--- src/rtl/mmd_divider_if.sv ---
// Bundles the modulator-facing controls and the divider outputs of mmd_divider.
// No valid/ready: en qualifies every edge; div_ctrl is only sampled on the edge
// that ends a terminal-count cycle; clr_flag is sampled on every edge.
interface mmd_divider_if #(
  parameter int W = 6
) ();
  logic         en;
  logic [W-1:0] div_ctrl;
  logic         clr_flag;
  logic         div_out;
  logic         div_pulse;
  logic [W-1:0] mod_cur;
  logic         clamp_flag;

  modport master (
    output en, div_ctrl, clr_flag,
    input  div_out, div_pulse, mod_cur, clamp_flag
  );

  modport slave (
    input  en, div_ctrl, clr_flag,
    output div_out, div_pulse, mod_cur, clamp_flag
  );
endinterface

--- src/rtl/mmd_divider.sv ---
// Multi-modulus divider: counts the VCO clock down from M-1 to 0, reloading the
// (clamped) modulus at terminal count; emits a near-50% clock and a tc strobe.
module mmd_divider #(
  parameter int W       = 6,
  parameter int MIN_DIV = 16,
  parameter int MAX_DIV = 47,
  parameter int RST_DIV = 30
) (
  input  logic      clk,
  input  logic      rstn,
  mmd_divider_if.slave bus
);
  localparam logic [W-1:0] MIN_W = W'(MIN_DIV);
  localparam logic [W-1:0] MAX_W = W'(MAX_DIV);
  localparam logic [W-1:0] RST_W = W'(RST_DIV);
  localparam logic [W-1:0] ONE_W = W'(1);

  logic [W-1:0] cnt;
  logic [W-1:0] mod_reg;
  logic [W-1:0] dc_c;
  logic [W-1:0] cnt_next;
  logic [W-1:0] mod_next;
  logic         tc;
  logic         clamped;
  logic         div_out_r;
  logic         div_pulse_r;
  logic         clamp_r;

  always_comb begin
    dc_c = bus.div_ctrl;
    if (bus.div_ctrl < MIN_W) begin
      dc_c = MIN_W;
    end else if (bus.div_ctrl > MAX_W) begin
      dc_c = MAX_W;
    end
    clamped  = (dc_c != bus.div_ctrl);
    tc       = (cnt == '0);
    cnt_next = cnt - ONE_W;
    mod_next = mod_reg;
    // Reload at terminal count so cnt never wraps below zero.
    if (tc) begin
      cnt_next = dc_c - ONE_W;
      mod_next = dc_c;
    end
  end

  always_ff @(posedge clk) begin
    if (!rstn) begin
      cnt         <= RST_W - ONE_W;
      mod_reg     <= RST_W;
      div_out_r   <= 1'b1;
      div_pulse_r <= 1'b0;
      clamp_r     <= 1'b0;
    end else begin
      if (bus.en) begin
        cnt       <= cnt_next;
        mod_reg   <= mod_next;
        div_out_r <= (cnt_next >= (mod_next >> 1));
      end
      div_pulse_r <= bus.en && (cnt_next == '0);
      // A clamp event at this edge takes priority over a simultaneous clear.
      if (bus.en && tc && clamped) begin
        clamp_r <= 1'b1;
      end else if (bus.clr_flag) begin
        clamp_r <= 1'b0;
      end
    end
  end

  assign bus.div_out    = div_out_r;
  assign bus.div_pulse  = div_pulse_r;
  assign bus.mod_cur    = mod_reg;
  assign bus.clamp_flag = clamp_r;
endmodule
--- src/flat_wrapper.sv ---
// flat-port wrapper written by rule: the top's interface ports become plain ports
module mmd_divider_flat 
#(
  parameter int W       = 6,
  parameter int MIN_DIV = 16,
  parameter int MAX_DIV = 47,
  parameter int RST_DIV = 30
)
  (clk, rstn, bus_en, bus_div_ctrl, bus_clr_flag, bus_div_out, bus_div_pulse, bus_mod_cur, bus_clamp_flag);
  mmd_divider_if #(.W(W)) bus_i ();
  input  logic clk;
  input  logic rstn;
  input wire logic [$bits(bus_i.en)-1:0] bus_en;
  input wire logic [$bits(bus_i.div_ctrl)-1:0] bus_div_ctrl;
  input wire logic [$bits(bus_i.clr_flag)-1:0] bus_clr_flag;
  output wire logic [$bits(bus_i.div_out)-1:0] bus_div_out;
  output wire logic [$bits(bus_i.div_pulse)-1:0] bus_div_pulse;
  output wire logic [$bits(bus_i.mod_cur)-1:0] bus_mod_cur;
  output wire logic [$bits(bus_i.clamp_flag)-1:0] bus_clamp_flag;
  assign bus_i.en = bus_en;
  assign bus_i.div_ctrl = bus_div_ctrl;
  assign bus_i.clr_flag = bus_clr_flag;
  assign bus_div_out = bus_i.div_out;
  assign bus_div_pulse = bus_i.div_pulse;
  assign bus_mod_cur = bus_i.mod_cur;
  assign bus_clamp_flag = bus_i.clamp_flag;
  mmd_divider #(.W(W), .MIN_DIV(MIN_DIV), .MAX_DIV(MAX_DIV), .RST_DIV(RST_DIV)) u_core (.clk(clk), .rstn(rstn), .bus(bus_i));
endmodule
--- config.mk ---
export PLATFORM = sky130hd
export DESIGN_NAME = mmd_divider_flat
export DESIGN_NICKNAME = d
export VERILOG_FILES = /design/src/rtl/mmd_divider_if.sv /design/src/rtl/mmd_divider.sv /design/src/flat_wrapper.sv
export SDC_FILE = /design/constraint.sdc
export NUM_CORES = 1
export LEC_CHECK = 0
export ABC_AREA = 1
export CAP_MARGIN = 20
export CORE_UTILIZATION = 57
export CTS_CLUSTER_SIZE = 28
export DETAILED_ROUTE_END_ITERATION = 10
export PLACE_DENSITY = 0.84
export RECOVER_POWER = 100
export SLEW_MARGIN = 25
export SYNTH_ARGS = -nofsm -noshare
export SYNTH_HDL_FRONTEND = slang
export SYNTH_SLANG_ARGS = --single-unit
--- constraint.sdc ---
create_clock -name clk -period 3.8 [get_ports clk]
set_clock_uncertainty 0.2 [all_clocks]
set_input_delay 0.76 -clock clk [delete_from_list [all_inputs] [get_ports clk]]
set_output_delay 0.76 -clock clk [all_outputs]
set_load 0.03 [all_outputs]
# Word level (Yosys, flattened, before mapping)
# Cells that the tools add are included.
# word_totals
out_inout_bits	9
regBits	15
# op_classes
n_eq_ne	1
order_cmp	3
n_mux	6
add_sub_neg	2
reduce_logical	7
# op_table
cell	count
2-to-1 mux 6 bit	4
zero test 6 bit	2
subtractor 6 x 1 -> 6 bit (second input constant)	2
>= comparator 6 x 5 -> 1 bit	1
greater-than comparator 6 bit (second input constant)	1
less-than comparator 6 x 5 -> 1 bit (second input constant)	1
inequality test 6 bit	1
logical AND 1 bit	3
2-to-1 mux 1 bit	2
AND reduction 2 bit	1
nonzero test 2 bit	1

# Longest topological paths before layout
# Gate-level depths: netlist of run 1.
# depth
ltp_word	7
ltp_mapped	20
mapped_depth_nobuf	20

# Worst setup path before layout of run 1
# No wires, ideal clock.
# synth_timing
path_kind	input to register
from	in bus_div_ctrl[4]
to	reg u_core.div_out_r, in the netlist u_core.bus.div_out
arrival_ns	2.485
path_slack_ns	1.000
cell_stages	18
t_required_ns	3.485
path_buffers	0
path_cell_list	inv_1 > ha_1 > nor2_1 > a21oi_4 > ha_1 > inv_1 > nand2_2 > nand2_2 > inv_1 > ha_1 > nand2_1 > nand2_1 > nand2_1 > nand2_1 > a21oi_1 > nand3_1 > nand2_1 > nand2_1
# synth_via
elab_chain_len	6
elab_cells_between_ends	8
classes_between	add/sub: 1; order compare: 3; mux: 4
# synth_rtl
item	line_no	rtl
start: declaration	flat_wrapper.sv:14	input wire logic [$bits(bus_i.div_ctrl)-1:0] bus_div_ctrl;
greater-than comparator 6 bit	mmd_divider.sv:33	end else if (bus.div_ctrl > MAX_W) begin
2-to-1 mux 6 bit	mmd_divider.sv:33	
2-to-1 mux 6 bit *	mmd_divider.sv:31	if (bus.div_ctrl < MIN_W) begin
subtractor 6 x 1 -> 6 bit *	mmd_divider.sv:42	cnt_next = dc_c - ONE_W;
2-to-1 mux 6 bit *	mmd_divider.sv:41	if (tc) begin
named net u_core.cnt_next[0]	mmd_divider.sv:21	logic [W-1:0] cnt_next;
>= comparator 6 x 5 -> 1 bit *	mmd_divider.sv:58	div_out_r <= (cnt_next >= (mod_next >> 1));
end signal: assignment	mmd_divider.sv:58	
end: declaration	mmd_divider.sv:25	logic div_out_r;
# The timed path passes the listed nets; every way through them passes the cells marked *.
# A chain may end at the register's enable or synchronous reset.

# Worst setup path in the final report of run 1
# Ends and elaborated chain as after synthesis.

==> out/qor.yml, run 1 <==
clocking:
  cts_resized: 0
  postCtsHoldBufs: 0
  cts_made_buffers: 3
  clock_sinks: 15
  htreeDepth: 1
  post-cts-setup-buffers: 0
  clkLatencyLatePin_ps: 290
  clockBufferDepth: 2
  path_clk_slew_ps: 100
  root_buffer: "clkbuf_4"
  cts_tree: "done"
synthesis:
  syn_area_mm2: 0.001189
  netlist_top_cells_count: "nand2_1 (39), inv_1 (20), dfxtp_1 (15), nor2_1 (14), a21oi_1 (12)"
  ys_seq_elements: 15
  synth_largest_area_cell: "dfxtp_1"
  synth.area.top_cells: "dfxtp_1 (25%), nand2_1 (12%), ha_1 (11%)"
  yosysSeqAreaShare_pct: 25.26
  syn_nets: 187
  synth_top_area_share_pct: 25.26
  yosysMostFrequentCell: "nand2_1"
  synth_ff_type: "dfxtp_1"
  synth_area_per_cell_um2: 7.118
  synth-edff-count: 0
  netlist-cell-type-count: 30
  syn_inst: 167
  async_flop_share_pct: 0
  yosysWarnings: 0
sta:
  layout_setup_ws_ps: 339.8
  setup_viol: 0
  period_minus_slack_ps: 3460
  setup_tns_ps: 0
  fmax_ghz: 0.2890
  finalHoldViolCount: 0
  drv_slew: 0
  relSlewSlack_pct: 67.85
  worst_slew_pin_slew_ps: 477.3
  post-route-period-util_pct: 91.06
  rsz0062_at_grt: "no"
placed_design:
  io_buffers: 18
  post-dp-hpwl_um: 2182
  dp_worst_setup_slack_ps: 234.8
  gp_congestion: 0.9714
worst_hold_path:
  min_path_type: "reg2reg"
power:
  power.leakage_nw: 0.6696
  peakVddDrop_v: 0.0001518
  power_density_mw_per_mm2: 254.1
grt:
  track_usage_pct: 27.03
  antenna_found_initial: 0
  met1_usage_pct: 36.05
  grt_pass1_vias: 961
  busiest_layer: "met2"
  grt_pass1_wl_um: 4195
  grt_overflow: 0
  use_met2_pct: 44.38
  grt_use_met3_pct: 4.151
  grt_max_degree: 12
floorplan:
  fp.dieH_um: 47.67
  die_area_mm2: 0.002272
  start_util_pct: 60.59
  pin_count: 19
  die_w_um: 47.67
  rows: 16
  coreArea_mm2: 0.001962
cells_and_area:
  drive_gt1_share_pct: 16.13
  syn2layout_area_growth_pct: 16.53
  antenna_cells: 0
  nets: 207
  fin_util_pct: 70.60
drt:
  drt_wl_total_um: 2683
  via_count: 1118
  routedWlPerCell_um: 12.60
  drtPass1Iterations: 4
  route.detailed.drc: 0
  drt_iter0_drc: 30
  ant_nets: 0
  vias_per_cell: 5.249
worst_setup_path:
  endpoint_kind: "flip-flop"
  crit_path_max_fanout: 5
  required_ps: 3780
  worstSetupStartpointType: "input pin"
  crit_arrival_ps: 3440
  crit_type: "in2reg"
run_status:
  outcome: "finished clean"
job:
  maxCapViolCount: 0
per-stage QoR:
step | hold WS, ps | cell area, um^2 | total power, mW | std cells
finish | 273.1 | 1385 | 0.3519 | 213
detailed placement | 262.9 | 1376 | 0.2621 | 209
global placement | 247.7 | 1376 | 0.2590 | 209
floorplan | 288.0 | 1189 | 0.2367 | 167
CTS | 278.6 | 1404 | 0.3555 | 213
global route | 290.9 | 1385 | 0.3724 | 213
sequential cells by signal, indices dropped and copies added, names as in the netlist:
| signal | count |
|---|---|
| u_core.bus.mod_cur | 6 |
| u_core.bus.div_pulse | 1 |
| u_core.bus.clamp_flag | 1 |
| u_core.bus.div_out | 1 |
| u_core.cnt | 6 |
worst max-delay path, stage by stage:
cell           delay (ps)
dlygate4sd3_1         600
ha_1                  270
o21ai_0               410
inv_2                  40
nand2_1                90
nand2_1                70
nor2_1                230
nand2_1                90
nand2_1                70
nand2_1                90
ha_1                  300
nand2_1                70
nand2_1                40
a21oi_1               120
nand3_1                90
nand2_1                60
nand2_1                50
cell families after synthesis:
logic type,share of synthesized area [%]
DFF,25.26
adders and majority gates,10.53
xor gates and xnor gates,1.369
buffers and inverters,10.42
AOI/OAI and AO/OA,17.16
and+or+nand+nor,35.26
routing by layer:
layer	up-vias	part of all wire, %
li1	567	-
met1	516	45
met2	29	49
met3	6	4.4
met4	0	1.5
met5	-	0
final timing paths:
check / depth (start not counted) / startpoint / to / slack, ps
worst min-delay path: 2 / u_core.bus.clamp_flag / u_core.bus.clamp_flag / 270
worst max register to register: 18 / u_core.cnt[2] / u_core.bus.div_out / 1090
worst max-delay path: 17 / bus_div_ctrl[4] / u_core.bus.div_out / 340
worst min register to register: 2 / u_core.bus.clamp_flag / u_core.bus.clamp_flag / 270
power by group:
group | total, mW | switching [mW] | internal, mW
Combinational | 0.0873 | 0.0528 | 0.0345
Sequential | 0.169 | 0.00650 | 0.163
Clock | 0.0954 | 0.0563 | 0.0391
layout by cell type (no fill, tap or decap), types with 3 or more instances in the layout:
master            n
inv_2             4
a21oi_1          12
nand2_2           7
dfxtp_1          15
nor2_2            4
inv_1            21
nand2_1          42
clkdlybuf4s50_1   7
nand3_1           5
clkbuf_4          3
ha_1             10
o211ai_1          4
nor2_1           15
dlygate4sd3_1    11
o21ai_0           6
area by class of cell:
type / count / area (um^2)
multi-input combinational: 123 / 745.7
fill: 183 / 576.8
inverter: 26 / 97.59
clock inverter: 1 / 5.005
clock buffer: 3 / 22.52
timing repair buffer: 18 / 180.2
tap: 27 / 33.78
sequential: 15 / 300.3
Note: power is estimated with default switching activity, not from simulation.
==> inputs of run 2 (changes only) <==
PLACE_DENSITY = 0.94   (was 0.84)
==> run 2 against run 1 <==
Global-route usage grew 3.5 points; non-clock buffer count is the same; critical path depth grew 4; core utilization grew 0.19 points; critical path type unchanged; critical endpoint unchanged.
==> out/qor.yml, run 2 (synthesized netlist as in run 1, its figures left out) <==
grt:
  met1_usage_pct: 37.05  # +0.99 points
  grt_overflow: 0  # unchanged
  grt_use_met3_pct: 6.038  # +1.9 points
  antenna_found_initial: 0  # unchanged
  busiest_layer: "met2"
  grt_pass1_wl_um: 4678  # +12%
  track_usage_pct: 30.54  # +3.5 points
  grt_max_degree: 12  # unchanged
  use_met2_pct: 52.05  # +7.7 points
  grt_pass1_vias: 1053  # +9.6%
sta:
  period_minus_slack_ps: 3421  # -38.98 ps
  rsz0062_at_grt: "no"
  fmax_ghz: 0.2923  # +1.1%
  relSlewSlack_pct: 73.29  # +5.4 points
  drv_slew: 0  # unchanged
  post-route-period-util_pct: 90.03  # -1.0 points
  finalHoldViolCount: 0  # unchanged
  setup_tns_ps: 0  # unchanged
  whs_ps: 277.6  # +4.448 ps
  setup_viol: 0  # unchanged
  worst_slew_pin_slew_ps: 398.0  # -79.22 ps
  layout_setup_ws_ps: 378.8  # +38.98 ps
worst_setup_path:
  worstSetupStartpointType: "input pin"
  crit_path_max_fanout: 5  # unchanged
  required_ps: 3800  # +20 ps
  crit_arrival_ps: 3420  # -20 ps
  endpoint_kind: "flip-flop"
  crit_type: "in2reg"
cells_and_area:
  final_cells: 213  # unchanged
  drive_gt1_share_pct: 17.20  # +1.1 points
  antenna_cells: 0  # unchanged
  num-fill-cells: 168  # -8.2%
  final_common_cell: "nand2_1"
  mostFrequentLayoutCells: "nand2_1 (40), inv_1 (22), dfxtp_1 (15)"
  syn2layout_area_growth_pct: 16.84
  nets: 207  # unchanged
power:
  peakVddDrop_v: 0.0002559  # +68%
  power_density_mw_per_mm2: 256.4  # +0.90%
  total_power_uw: 356.1  # +1.2%
  power.leakage_nw: 0.6698  # about the same
placed_design:
  placed_cells: 209  # unchanged
  gp_congestion: 0.9383  # -3.4%
  post-dp-hpwl_um: 2284  # +4.7%
  io_buffers: 18  # unchanged
  dp_worst_setup_slack_ps: 209.4  # -25.43 ps
worst_hold_path:
  min_path_type: "reg2reg"
clocking:
  cts_made_buffers: 3  # unchanged
  post-cts-setup-buffers: 0  # unchanged
  cts_resized: 0  # unchanged
  path_clk_slew_ps: 100  # about the same
  clock_sinks: 15  # unchanged
  clkLatencyLatePin_ps: 300  # about the same
  cts_tree: "done"
  clockBufferDepth: 2  # unchanged
  htreeDepth: 1  # unchanged
  postCtsHoldBufs: 0  # unchanged
  root_buffer: "clkbuf_4"
floorplan:
  start_util_pct: 60.59  # unchanged
  die_w_um: 47.67  # unchanged
  pin_count: 19  # unchanged
  fp.dieH_um: 47.67  # unchanged
  coreArea_mm2: 0.001962  # unchanged
  die_area_mm2: 0.002272  # unchanged
  rows: 16  # unchanged
drt:
  via_count: 1162  # +3.9%
  routedWlPerCell_um: 13.33  # +5.9%
  drtPass1Iterations: 4  # unchanged
  vias_per_cell: 5.455  # +3.9%
  ant_nets: 0  # unchanged
  route.detailed.drc: 0  # unchanged
  drt_wl_total_um: 2840  # +5.9%
  drt_iter0_drc: 41  # +37%
run_status:
  outcome: "finished clean"
job:
  maxCapViolCount: 0  # unchanged
==> run 2: worst paths after layout <==
check	start	endpoint	slack, ps	depth (start not counted)
setup / recovery	bus_div_ctrl[4]	u_core.bus.div_out	380	21
hold / removal	u_core.bus.div_out	u_core.bus.div_out	280	2
setup reg to reg	u_core.cnt[2]	u_core.bus.div_out	1090	18
hold reg to reg	u_core.bus.div_out	u_core.bus.div_out	280	2
==> run 2: routing by layer <==
metal / part of all wire, % / vias up
li1: - / 572
met4: 2.4 / 0
met3: 5.6 / 13
met1: 42 / 524
met2: 50 / 53
met5: 0 / -
==> run 2: area by class of cell <==
type	count	area [um^2]	share of cell area (%)
Multi-Input combinational cell	123	749.5	53.96
Timing Repair Buffer	18	180.2	12.97
Sequential cell	15	300.3	21.62
Tap cell	27	33.78	2.432
Inverter	26	97.59	7.027
Clock inverter	1	5.005	0.3604
Clock buffer	3	22.52	1.622
==> run 2: where the power goes <==
part	total, mW	internal (mW)	switching (mW)
sequential	0.169	0.163	0.00626
combinational	0.0905	0.0350	0.0554
clock	0.0967	0.0393	0.0574
total	0.356	0.237	0.119
==> run 2: worst max-delay path, cell delays in order <==
cell	delay [ps]
dlygate4sd3_1	620
inv_1	60
ha_1	240
inv_1	150
o21ai_2	100
nand2_1	90
nand2_2	80
ha_1	250
inv_1	80
nand2_2	50
nand2_1	110
inv_1	50
ha_1	270
nand2_1	70
nand2_1	40
nand2_1	50
nand2_1	40
a21oi_1	110
nand3_1	90
nand2_1	60
nand2_1	50
==> run 2: through the flow <==
| stage | utilization, % | area [um^2] |
|---|---|---|
| global placement | 70.15 | 1376 |
| CTS | 71.56 | 1404 |
| finish | 70.79 | 1389 |
| detailed placement | 70.15 | 1376 |
| floorplan | - | 1189 |
| global route | 70.79 | 1389 |
==> inputs of run 3 (changes only) <==
RECOVER_POWER = unset   (was 100)
==> run 3 against run 2 <==
Die area stayed put; critical path depth is 2 lower; global-route usage stayed put; sequential share of layout area shrank 0.23 points; clock power is 0.4% higher; flip-flop and latch count did not move; wire length rose by 0.92%; sequential power about the same; critical endpoint unchanged.
==> out/qor.yml, run 3 (synthesized netlist as in run 1, its figures left out) <==
run_status:
  outcome: "finished clean"
sta:
  setup_tns_ps: 0  # unchanged
  drv_slew: 0  # unchanged
  worst_slew_pin_slew_ps: 402.3  # +4.290 ps
  setup_viol: 0  # unchanged
  fmax_ghz: 0.3039  # +4.0%
  rsz0062_at_grt: "no"
  whs_ps: 280.5  # +2.935 ps
  relSlewSlack_pct: 73.00  # -0.29 points
  finalHoldViolCount: 0  # unchanged
  period_minus_slack_ps: 3290  # -131.1 ps
  post-route-period-util_pct: 86.58  # -3.4 points
grt:
  track_usage_pct: 30.54  # unchanged
  antenna_found_initial: 0  # unchanged
  grt_pass1_wl_um: 4678  # unchanged
  grt_max_degree: 12  # unchanged
  grt_overflow: 0  # unchanged
  grt_pass1_vias: 1053  # unchanged
drt:
  ant_nets: 0  # unchanged
  routedWlPerCell_um: 13.46  # +0.92%
  drtPass1Iterations: 4  # unchanged
  vias_per_cell: 5.394  # -1.1%
  via_count: 1149  # -1.1%
  drt_iter0_drc: 42  # +2.4%
  drt_wl_total_um: 2866  # +0.92%
  route.detailed.drc: 0  # unchanged
clocking:
  post-cts-setup-buffers: 0  # unchanged
  postCtsHoldBufs: 0  # unchanged
  cts_resized: 0  # unchanged
  path_clk_slew_ps: 100  # about the same
  clockBufferDepth: 2  # unchanged
  cts_made_buffers: 3  # unchanged
  htreeDepth: 1  # unchanged
  clock_sinks: 15  # unchanged
  root_buffer: "clkbuf_4"
  cts_tree: "done"
  clkLatencyLatePin_ps: 300  # about the same
power:
  power_density_mw_per_mm2: 255.6  # -0.29%
  netSwitchingPower_uw: 120.7  # +1.3%
  power.leakage_nw: 0.6712  # +0.20%
  peakVddDrop_v: 0.0002581  # +0.87%
  clockPowerShare_pct: 27.1  # about the same
  combPwrFrac_pct: 25.8  # +0.4 points
  cell_internal_pwr_uw: 238.2  # +0.54%
  seq_power_share_pct: 47.1  # -0.3 points
  swShare_pct: 33.62  # +0.17 points
worst_setup_path:
  endpoint_kind: "flip-flop"
  crit_type: "in2reg"
  cpPeakStageDelay_ps: 550  # -70 ps
  crit_family: "simple AND/OR/NAND/NOR gates"
  required_ps: 3800  # about the same
  crit_chain: "clkdlybuf4s50_1 > inv_1 > ha_1 > nor2_1 > a21oi_4 > ha_1 > inv_1 > nand2_2 > nand2_2 > inv_1 > ha_1 > nand2_1 > nand2_1 > nand2_1 > nand2_1 > a21oi_1 > nand3_1 > nand2_1 > nand2_1"
  cpMaxStageDelayCell: "clkdlybuf4s50_1"
  worstSetupStartpointType: "input pin"
  worst_path_most_repeated_cell: "nand2_1"
  cp_num_buf_inv: 4  # -1
  crit_arrival_ps: 3290  # -130 ps
  crit_path_max_fanout: 6  # +1
cells_and_area:
  nets: 207  # unchanged
  final_common_cell: "nand2_1"
  mostFrequentLayoutCells: "nand2_1 (39), inv_1 (20), clkdlybuf4s50_1 (18)"
  syn2layout_area_growth_pct: 18.11
  drive_gt1_share_pct: 19.89  # +2.7 points
  antenna_cells: 0  # unchanged
  num-fill-cells: 164  # -2.4%
floorplan:
  fp.dieH_um: 47.67  # unchanged
  coreArea_mm2: 0.001962  # unchanged
  start_util_pct: 60.59  # unchanged
  rows: 16  # unchanged
  pin_count: 19  # unchanged
  die_w_um: 47.67  # unchanged
  die_area_mm2: 0.002272  # unchanged
worst_hold_path:
  min_path_type: "reg2reg"
placed_design:
  post-dp-hpwl_um: 2284  # unchanged
  io_buffers: 18  # unchanged
  gp_congestion: 0.9383  # unchanged
job:
  maxCapViolCount: 0  # unchanged
run 3: cell type report:
type                    instances  area, um^2  area share [%]
clock buffers                   3       22.52           1.604
clock inverters                 1       5.005          0.3565
inverters                      26       97.59           6.952
multi-input cells             123       764.5           54.46
flip-flops and latches         15       300.3           21.39
well taps                      27       33.78           2.406
repair buffers                 18       180.2           12.83
run 3: per-stage QoR:
| stage | instances | power (mW) | area (um^2) | util, % | worst slack (ps) |
|---|---|---|---|---|---|
| after floorplan | 167 | 0.2367 | 1189 | - | 1000 |
| final | 213 | 0.3589 | 1404 | 71.56 | 509.9 |
| after global placement | 209 | 0.2579 | 1376 | 70.15 | 294.7 |
| after CTS | 213 | 0.3593 | 1404 | 71.56 | 518.1 |
| after detailed placement | 209 | 0.2635 | 1376 | 70.15 | 209.4 |
| after global routing | 213 | 0.3779 | 1404 | 71.56 | 306.9 |
run 3: power by group through the flow:
stage	Sequential, mW	Clock, mW	Combinational, mW
floorplan	0.173	0	0.0640
global placement	0.172	0	0.0858
detailed placement	0.172	0	0.0910
CTS	0.169	0.0983	0.0921
global route	0.170	0.104	0.104
finish	0.169	0.0971	0.0928
run 3: path summary, 6_finish.rpt:
check                                   startpoint                 end  slack, ps  depth (start not counted)
worst min register to register  u_core.bus.div_out  u_core.bus.div_out        280                          2
worst min-delay path            u_core.bus.div_out  u_core.bus.div_out        280                          2
worst max register to register       u_core.cnt[2]  u_core.bus.div_out       1120                         18
worst max-delay path               bus_div_ctrl[4]  u_core.bus.div_out        510                         19
run 3: worst reg2reg max path: cells and delay by family (launching register included):
family	cells	cell delay [ps]
and+or+nand+nor	13	1270
buffers and inverters	2	120
AOI/OAI and AO/OA	1	120
DFF	1	350
adders and majority gates	2	520
run 3: per-layer routing:
| layer | vias to the layer above | routed length (um) | track usage [%] |
|---|---|---|---|
| li1 | 573 | - | - |
| met1 | 527 | 1211 | 37.05 |
| met2 | 36 | 1420 | 52.05 |
| met3 | 13 | 153 | 6.038 |
| met4 | 0 | 80 | 13.89 |
| met5 | - | 0 | 0 |
